**config.mk**
```make
export PLATFORM = sky130hd
export DESIGN_NAME = axis_cplx_mag
export DESIGN_NICKNAME = d
export VERILOG_FILES = /design/src/rtl/axis_cplx_mag_pkg.sv /design/src/rtl/cplx_mag_approx.sv /design/src/rtl/axis_cplx_mag.sv
export SDC_FILE = /design/constraint.sdc
export NUM_CORES = 1
export LEC_CHECK = 0
export CAP_MARGIN = 20
export CORE_MARGIN = 4
export CORE_UTILIZATION = 56
export DETAILED_ROUTE_END_ITERATION = 16
export PLACE_DENSITY = 0.86
export SLEW_MARGIN = 0
export SYNTH_ARGS = -nofsm -noshare
export SYNTH_HDL_FRONTEND = slang
export SYNTH_SLANG_ARGS = --single-unit
```
**constraint.sdc**
```tcl
create_clock -name clk -period 9.8 [get_ports clk]
set_input_delay 0.98 -clock clk [delete_from_list [all_inputs] [get_ports clk]]
set_output_delay 0.98 -clock clk [all_outputs]
set_load 0.005 [all_outputs]
```
**src/rtl/axis_cplx_mag_pkg.sv**
```systemverilog
// Shared constants and width helpers for the complex-magnitude stage.
// Widths are derived from CHANNEL_WIDTH in each module. No types are shared.
package axis_cplx_mag_pkg;

    localparam int DEFAULT_NUM_CHANNELS  = 4;
    localparam int DEFAULT_CHANNEL_WIDTH = 32;

    // Each channel packs I in the low half and Q in the high half.
    function automatic int half_width(input int channel_width);
        return channel_width / 2;
    endfunction

endpackage

```
**src/rtl/cplx_mag_approx.sv**
```systemverilog
// One channel of the alpha-max-beta-min magnitude datapath, three register stages.
// Load enables come from the parent's valid/ready chain; this block has no control of its own.
module cplx_mag_approx #(
    parameter int HW = 16
) (
    input  logic          clk,
    input  logic          ld1,
    input  logic          ld2,
    input  logic          ld3,
    input  logic [HW-1:0] i_in,
    input  logic [HW-1:0] q_in,
    output logic [HW-1:0] mag
);

    localparam logic [HW-1:0] ONE = {{(HW-1){1'b0}}, 1'b1};

    logic [HW-1:0] a;
    logic [HW-1:0] b;
    logic [HW-1:0] mx;
    logic [HW-1:0] mn;

    // Unsigned result makes |-2^(HW-1)| = 2^(HW-1) exact without saturation.
    always_ff @(posedge clk) begin
        if (ld1) begin
            a <= i_in[HW-1] ? (~i_in + ONE) : i_in;
            b <= q_in[HW-1] ? (~q_in + ONE) : q_in;
        end
    end

    always_ff @(posedge clk) begin
        if (ld2) begin
            if (a >= b) begin
                mx <= a;
                mn <= b;
            end else begin
                mx <= b;
                mn <= a;
            end
        end
    end

    // beta = 3/8 via truncating shifts; peak 1.375*2^(HW-1) still fits in HW bits.
    always_ff @(posedge clk) begin
        if (ld3) begin
            mag <= mx + (mn >> 2) + (mn >> 3);
        end
    end

endmodule

```
**src/rtl/axis_cplx_mag.sv**
```systemverilog
// Multi-channel AXI-stream complex-magnitude stage: echoes tdata and adds a per-channel
// magnitude estimate, three pipeline stages with full per-stage backpressure.
module axis_cplx_mag
    import axis_cplx_mag_pkg::*;
#(
    parameter int NUM_CHANNELS  = DEFAULT_NUM_CHANNELS,
    parameter int CHANNEL_WIDTH = DEFAULT_CHANNEL_WIDTH
) (
    input  logic                                    clk,
    input  logic                                    rst,
    input  logic                                    s_axis_tvalid,
    output logic                                    s_axis_tready,
    input  logic [CHANNEL_WIDTH*NUM_CHANNELS-1:0]   s_axis_tdata,
    output logic                                    m_axis_tvalid,
    input  logic                                    m_axis_tready,
    output logic [CHANNEL_WIDTH*NUM_CHANNELS-1:0]   m_axis_tdata,
    output logic [CHANNEL_WIDTH*NUM_CHANNELS-1:0]   m_axis_tdata_abs
);

    localparam int CW = CHANNEL_WIDTH;
    localparam int HW = half_width(CHANNEL_WIDTH);
    localparam int DW = CHANNEL_WIDTH * NUM_CHANNELS;

    // Handshake: a stage advances when it is empty or the stage after it advances.
    // A beat moves on tvalid & tready; s_axis_tready depends only on state and m_axis_tready.
    logic v1, v2, v3;
    logic adv1, adv2, adv3;

    assign adv3 = ~v3 | m_axis_tready;
    assign adv2 = ~v2 | adv3;
    assign adv1 = ~v1 | adv2;

    assign s_axis_tready = adv1;
    assign m_axis_tvalid = v3;

    always_ff @(posedge clk) begin
        if (rst) begin
            v1 <= 1'b0;
            v2 <= 1'b0;
            v3 <= 1'b0;
        end else begin
            if (adv1) v1 <= s_axis_tvalid;
            if (adv2) v2 <= v1;
            if (adv3) v3 <= v2;
        end
    end

    // tdata rides the same load enables as the magnitude so the two stay beat-aligned.
    logic [DW-1:0] d1, d2, d3;

    always_ff @(posedge clk) begin
        if (adv1) d1 <= s_axis_tdata;
        if (adv2) d2 <= d1;
        if (adv3) d3 <= d2;
    end

    assign m_axis_tdata = d3;

    for (genvar c = 0; c < NUM_CHANNELS; c++) begin : g_ch
        cplx_mag_approx #(
            .HW(HW)
        ) u_mag (
            .clk  (clk),
            .ld1  (adv1),
            .ld2  (adv2),
            .ld3  (adv3),
            .i_in (s_axis_tdata[c*CW +: HW]),
            .q_in (s_axis_tdata[c*CW+HW +: HW]),
            .mag  (m_axis_tdata_abs[c*CW +: HW])
        );
        assign m_axis_tdata_abs[c*CW+HW +: HW] = '0;
    end

endmodule

```
-- Word level (Yosys, flattened, before mapping)
Cells that the tools add are included.
- add/subtract/negate cells: 16
- order comparisons: 4
- muxes and demuxes: 16
- bitwise gates (word level): 14
- operators by type and width (cell ; count):
    $add 16x1->16 const B ; 8
    $mux 16 ; 8
    $not 16->16 ; 8
    $mux 15 ; 8
    $add 16x13->16 ; 4
    $add 16x14->16 ; 4
    $ge 16x16->1 ; 4
    $not 1->1 ; 3
    $or 1x1->1 ; 3
- register bits after elaboration: 707
- bits of input ports: 132
- output and inout bits: 258
- logic and storage cells: 84

-- Longest topological paths before layout
- word-level depth: 4
- gate-level depth with buffers: 12
- depth with buffers taken out: 12

-- By module
Synthesis repeated with hierarchy kept, for this count alone.
- cells, all modules: 1886
- area, all modules: 30725.7 um^2
- modules (own cells, without submodules) (module ; times used ; cells an instance ; area each (um^2) ; sequential area each (um^2)):
    axis_cplx_mag ; 1 ; 461 ; 12124.1 ; 11591.1
    cplx_mag_approx (g_ch[1].u_mag) ; 1 ; 364 ; 4682.0 ; 2342.2
    cplx_mag_approx (g_ch[2].u_mag) ; 1 ; 351 ; 4650.7 ; 2342.2
    cplx_mag_approx (g_ch[0].u_mag) ; 1 ; 354 ; 4643.2 ; 2342.2
    cplx_mag_approx (g_ch[3].u_mag) ; 1 ; 356 ; 4625.7 ; 2342.2

-- Least setup slack after synthesis
OpenSTA, ideal clock, no wires.
- kind: input to output
- start: input port m_axis_tready
- end: output port s_axis_tready
- arrival: 6.436 ns
- data required time: 8.820 ns
- setup slack: 2.384 ns
- cell stages on the path: 3
- buffers on the path: 0
- cells stage by stage: nor2b_1 -> and2_1 -> nand2_1
- cells in the longest elaborated chain, start to end: 3
- ends and longest elaborated chain (element ; RTL line ; text):
    start: declaration ; axis_cplx_mag.sv:15 ; input logic m_axis_tready,
    $or 1x1->1 ; axis_cplx_mag.sv:29 ; assign adv3 = ~v3 | m_axis_tready;
    $or 1x1->1 ; axis_cplx_mag.sv:30 ; assign adv2 = ~v2 | adv3;
    $or 1x1->1 ; axis_cplx_mag.sv:31 ; assign adv1 = ~v1 | adv2;
    end: declaration ; axis_cplx_mag.sv:12 ; output logic s_axis_tready,
No other way between the ends.

-- Worst setup path in the final report
Ends and elaborated chain as after synthesis.

==> out/metrics.csv <==
stage,metric,value,unit
grt,gr-usage-all-layers,0.2126,
power_and_ir_drop,netSwitchingPower,2.817,mW
setup_path,end_kind,primary output,
clocking,hold_buffers,0,
setup_path,path_class,in -> out,
sta,maxSlewHeadroom,0.2615,
clocking,cts_max_path_buffers,3,
floorplan,die_h,241.8,µm
sta,hold_viol,0,
yosys,avgSynthCellArea,15.39,µm²
setup_path,worstPathArrival,3.44,ns
sta,setup_viol,0,
setup_path,slowest_stage,clkdlybuf4s50_1,
sta,fmax,226.2,MHz
yosys,yosysTopAreaCellShare,0.6747,
yosys,syn-cell-area,0.03062,mm²
setup_path,r2r_setup_slack,6.50,ns
drt,routed_wl,63090,µm
floorplan,die-area,0.05848,mm²
clocking,cts_tree,built,
sta,rsz0062_at_grt,false,
power_and_ir_drop,pwr_density_cell,261.0,mW/mm²
sta,finalCriticalPeriod,4.421,ns
yosys,async_flop_share,0,
placement,dp_hpwl,43790,µm
setup_path,cp_max_fo,55,
setup_path,path_cells,clkdlybuf4s50_1 > nor2b_1 > and2_1 > nand2_4 > clkdlybuf4s50_1,
yosys,synthTopCellsByArea,"edfxtp_1, ha_1, xnor2_1",
power_and_ir_drop,peakVddDrop,0.0001824,V
placement,place.gp.congestion,0.8862,
drt,viasPerCell,5.590,
yosys,synth_mux_area_frac,0.03310,
yosys,synthesis.instances,1990,
sta,slew_violations,0,
floorplan,initial_core_util,0.5667,
drt,drtIter0Drc,1282,
drt,drc,0,
yosys,synth_compound_area_frac,0.06983,
floorplan,core_region_area,0.05403,mm²
layout,mostFrequentLayoutCell,edfxtp_1,
grt,grt_max_degree,127,
layout,drive_gt1_frac,0.09381,
yosys,synthAdderAreaFrac,0.09055,
clocking,ctsRootBufferMaster,clkbuf_16,
sta,finClkSkew,0.02780,ns
clocking,clkLatencyLatePin,0.60,ns
clocking,htreeDepth,3,
drt,drt_first_pass_iters,5,
power_and_ir_drop,power_leakage,13.98,nW
yosys,synth_top_family_by_area,adder cells,
layout,num-fill-cells,3493,
yosys,synth-simple-area-share,0.05071,
floorplan,ios,390,
layout,finalNetCount,2678,
hold_path,min_from,d1[90]$_DFFE_PP_,
hold_path,worstHoldEndpoint,d2[90]$_DFFE_PP_,
clocking,cts_resized,0,
drt,ant_nets,0,
run,drv_cap,0,
power_and_ir_drop,switching_share,0.2937,
hold_path,holdPathStages,0,
clocking,cts.sink_count,691,
grt,grt_pass1_vias,17940,
sta,tightest_slew,1.108,ns
yosys,synth-edff-count,688,
layout,syn_to_final_growth,20.04,%
sta,hold-worst-slack,0.4131,ns
power_and_ir_drop,seqPwrFrac,0.426,
outcome,status,completed,
power_and_ir_drop,internal_power,6.776,mW
drt,num_vias,17380,
hold_path,hold_class,reg -> reg,
power_and_ir_drop,combinationalPowerShare,0.304,
yosys,synthXorXnorAreaFrac,0.04233,
yosys,synth_warnings,0,
yosys,synthFlopType,edfxtp_1,
layout,regArea,0.02072,mm²
floorplan,die_w,241.8,µm
grt,antenna_found_initial,6,
yosys,synth_seq_area_share,0.6767,
setup_path,cp.required,8.82,ns
layout,multi_input_area,0.009029,mm²
grt,grt_pass1_wl,99340,µm
layout,most-common-layout-cells,"edfxtp_1, clkdlybuf4s50_1, ha_1, xnor2_1, inv_1",
setup_path,regToRegStartpoint,m_axis_tvalid$_SDFFE_PP0P_,
yosys,synth_cell_types,58,
yosys,synth-seq-cells,691,
grt,gr-total-overflow,0,
sta,setup_tns,0,ns
clocking,post-cts-setup-buffer-count,0,
setup_path,worst_setup_path_start_kind,primary input,
setup_path,timing.rr.end,d1[32]$_DFFE_PP_,
setup_path,crit_path_frequent_cell,clkdlybuf4s50_1,
clocking,cts_buffers,70,
setup_path,slowest_delay,0.69,ns
clocking,path_clk_slew,0.06,ns
setup_path,reg2reg_depth,5,
placement,io_buffers,325,
sta,fin_crit_sh,0.4511,
floorplan,fp-row-count,85,
drt,wire_per_inst,20.29,µm
power_and_ir_drop,p_clk_frac,0.270,
yosys,synth_top_area_cell,edfxtp_1,
final cells by class:
cell class              count  area share
repair buffers            339     0.09279
flip-flops and latches    691      0.5637
diodes                      4   0.0002723
clock inverters            37    0.009327
multi-input cells        1127      0.2456
inverters                 129     0.01358
clock buffers              86     0.05099
well taps                 696     0.02369
cells by family after synthesis:
group / after synthesis
xor+xnor: 148
mux: 90
other cells: 1
simple gates: 310
compound gates: 327
buf+inv: 235
fa+ha+maj: 188
flops: 691
flip-flops by register name, summed over array words and instances (netlist names), 56 cells and up:
register,cells
g_ch.u_mag.b,60
g_ch.u_mag.mx,64
d2,128
g_ch.u_mag.a,60
g_ch.u_mag.mag,64
g_ch.u_mag.mn,56
d1,128
m_axis_tdata,128
cell usage after synthesis, types with 32 or more instances:
cell / instances
a21oi_1: 76
buf_4: 64
clkbuf_1: 38
edfxtp_1: 688
fa_1: 56
ha_1: 132
inv_1: 129
mux2_2: 90
nand2_1: 116
nand3_1: 45
nor2_1: 43
o211ai_1: 32
o21ai_0: 72
xnor2_1: 130
metal layers:
| layer | global-route usage | vias to the layer above | wire length [µm] |
|---|---|---|---|
| li1 | - | 8102 | - |
| met1 | 0.2700 | 8519 | 24920 |
| met2 | 0.3660 | 640 | 32320 |
| met3 | 0.04841 | 113 | 4256 |
| met4 | 0.06881 | 6 | 1551 |
| met5 | 0 | - | 41 |
worst max-delay path: cells and delay by family:
family                 cells  cell delay [ns]
and+or+nand+nor            3             1.33
buffers and inverters      2             1.10
how the worst max path moves through the flow:
stage | to | slack, ns | cells past startpoint | startpoint
after floorplan | s_axis_tready | 2.38 | 3 | m_axis_tready
after global placement | s_axis_tready | 5.41 | 5 | m_axis_tready
after detailed placement | s_axis_tready | 5.34 | 5 | m_axis_tready
after CTS | s_axis_tready | 5.31 | 5 | m_axis_tready
after global routing | s_axis_tready | 5.21 | 5 | m_axis_tready
final | s_axis_tready | 5.38 | 5 | m_axis_tready
power by group through the flow:
stage / Combinational [mW] / Sequential, mW / Clock (mW)
2_1_floorplan: 1.93 / 4.11 / 0
3_3_place_gp: 2.72 / 4.13 / 0
3_5_place_dp: 2.85 / 4.15 / 0
4_1_cts: 2.89 / 4.10 / 2.63
5_1_grt: 3.23 / 4.14 / 2.77
6_report: 2.92 / 4.09 / 2.59
metrics by stage:
| stage | worst slack (ns) | instances | instance area (µm²) | utilization | total power [mW] |
|---|---|---|---|---|---|
| 2_1_floorplan | 2.384 | 2053 | 30860 | - | 6.033 |
| 6_report | 5.379 | 3109 | 36760 | 0.6803 | 9.593 |
| 3_5_place_dp | 5.342 | 2979 | 34450 | 0.6377 | 7.007 |
| 4_1_cts | 5.315 | 3102 | 36670 | 0.6788 | 9.624 |
| 3_3_place_gp | 5.408 | 2979 | 34450 | 0.6377 | 6.858 |
| 5_1_grt | 5.205 | 3108 | 36750 | 0.6803 | 10.14 |
(Power assumes the default switching activity.)
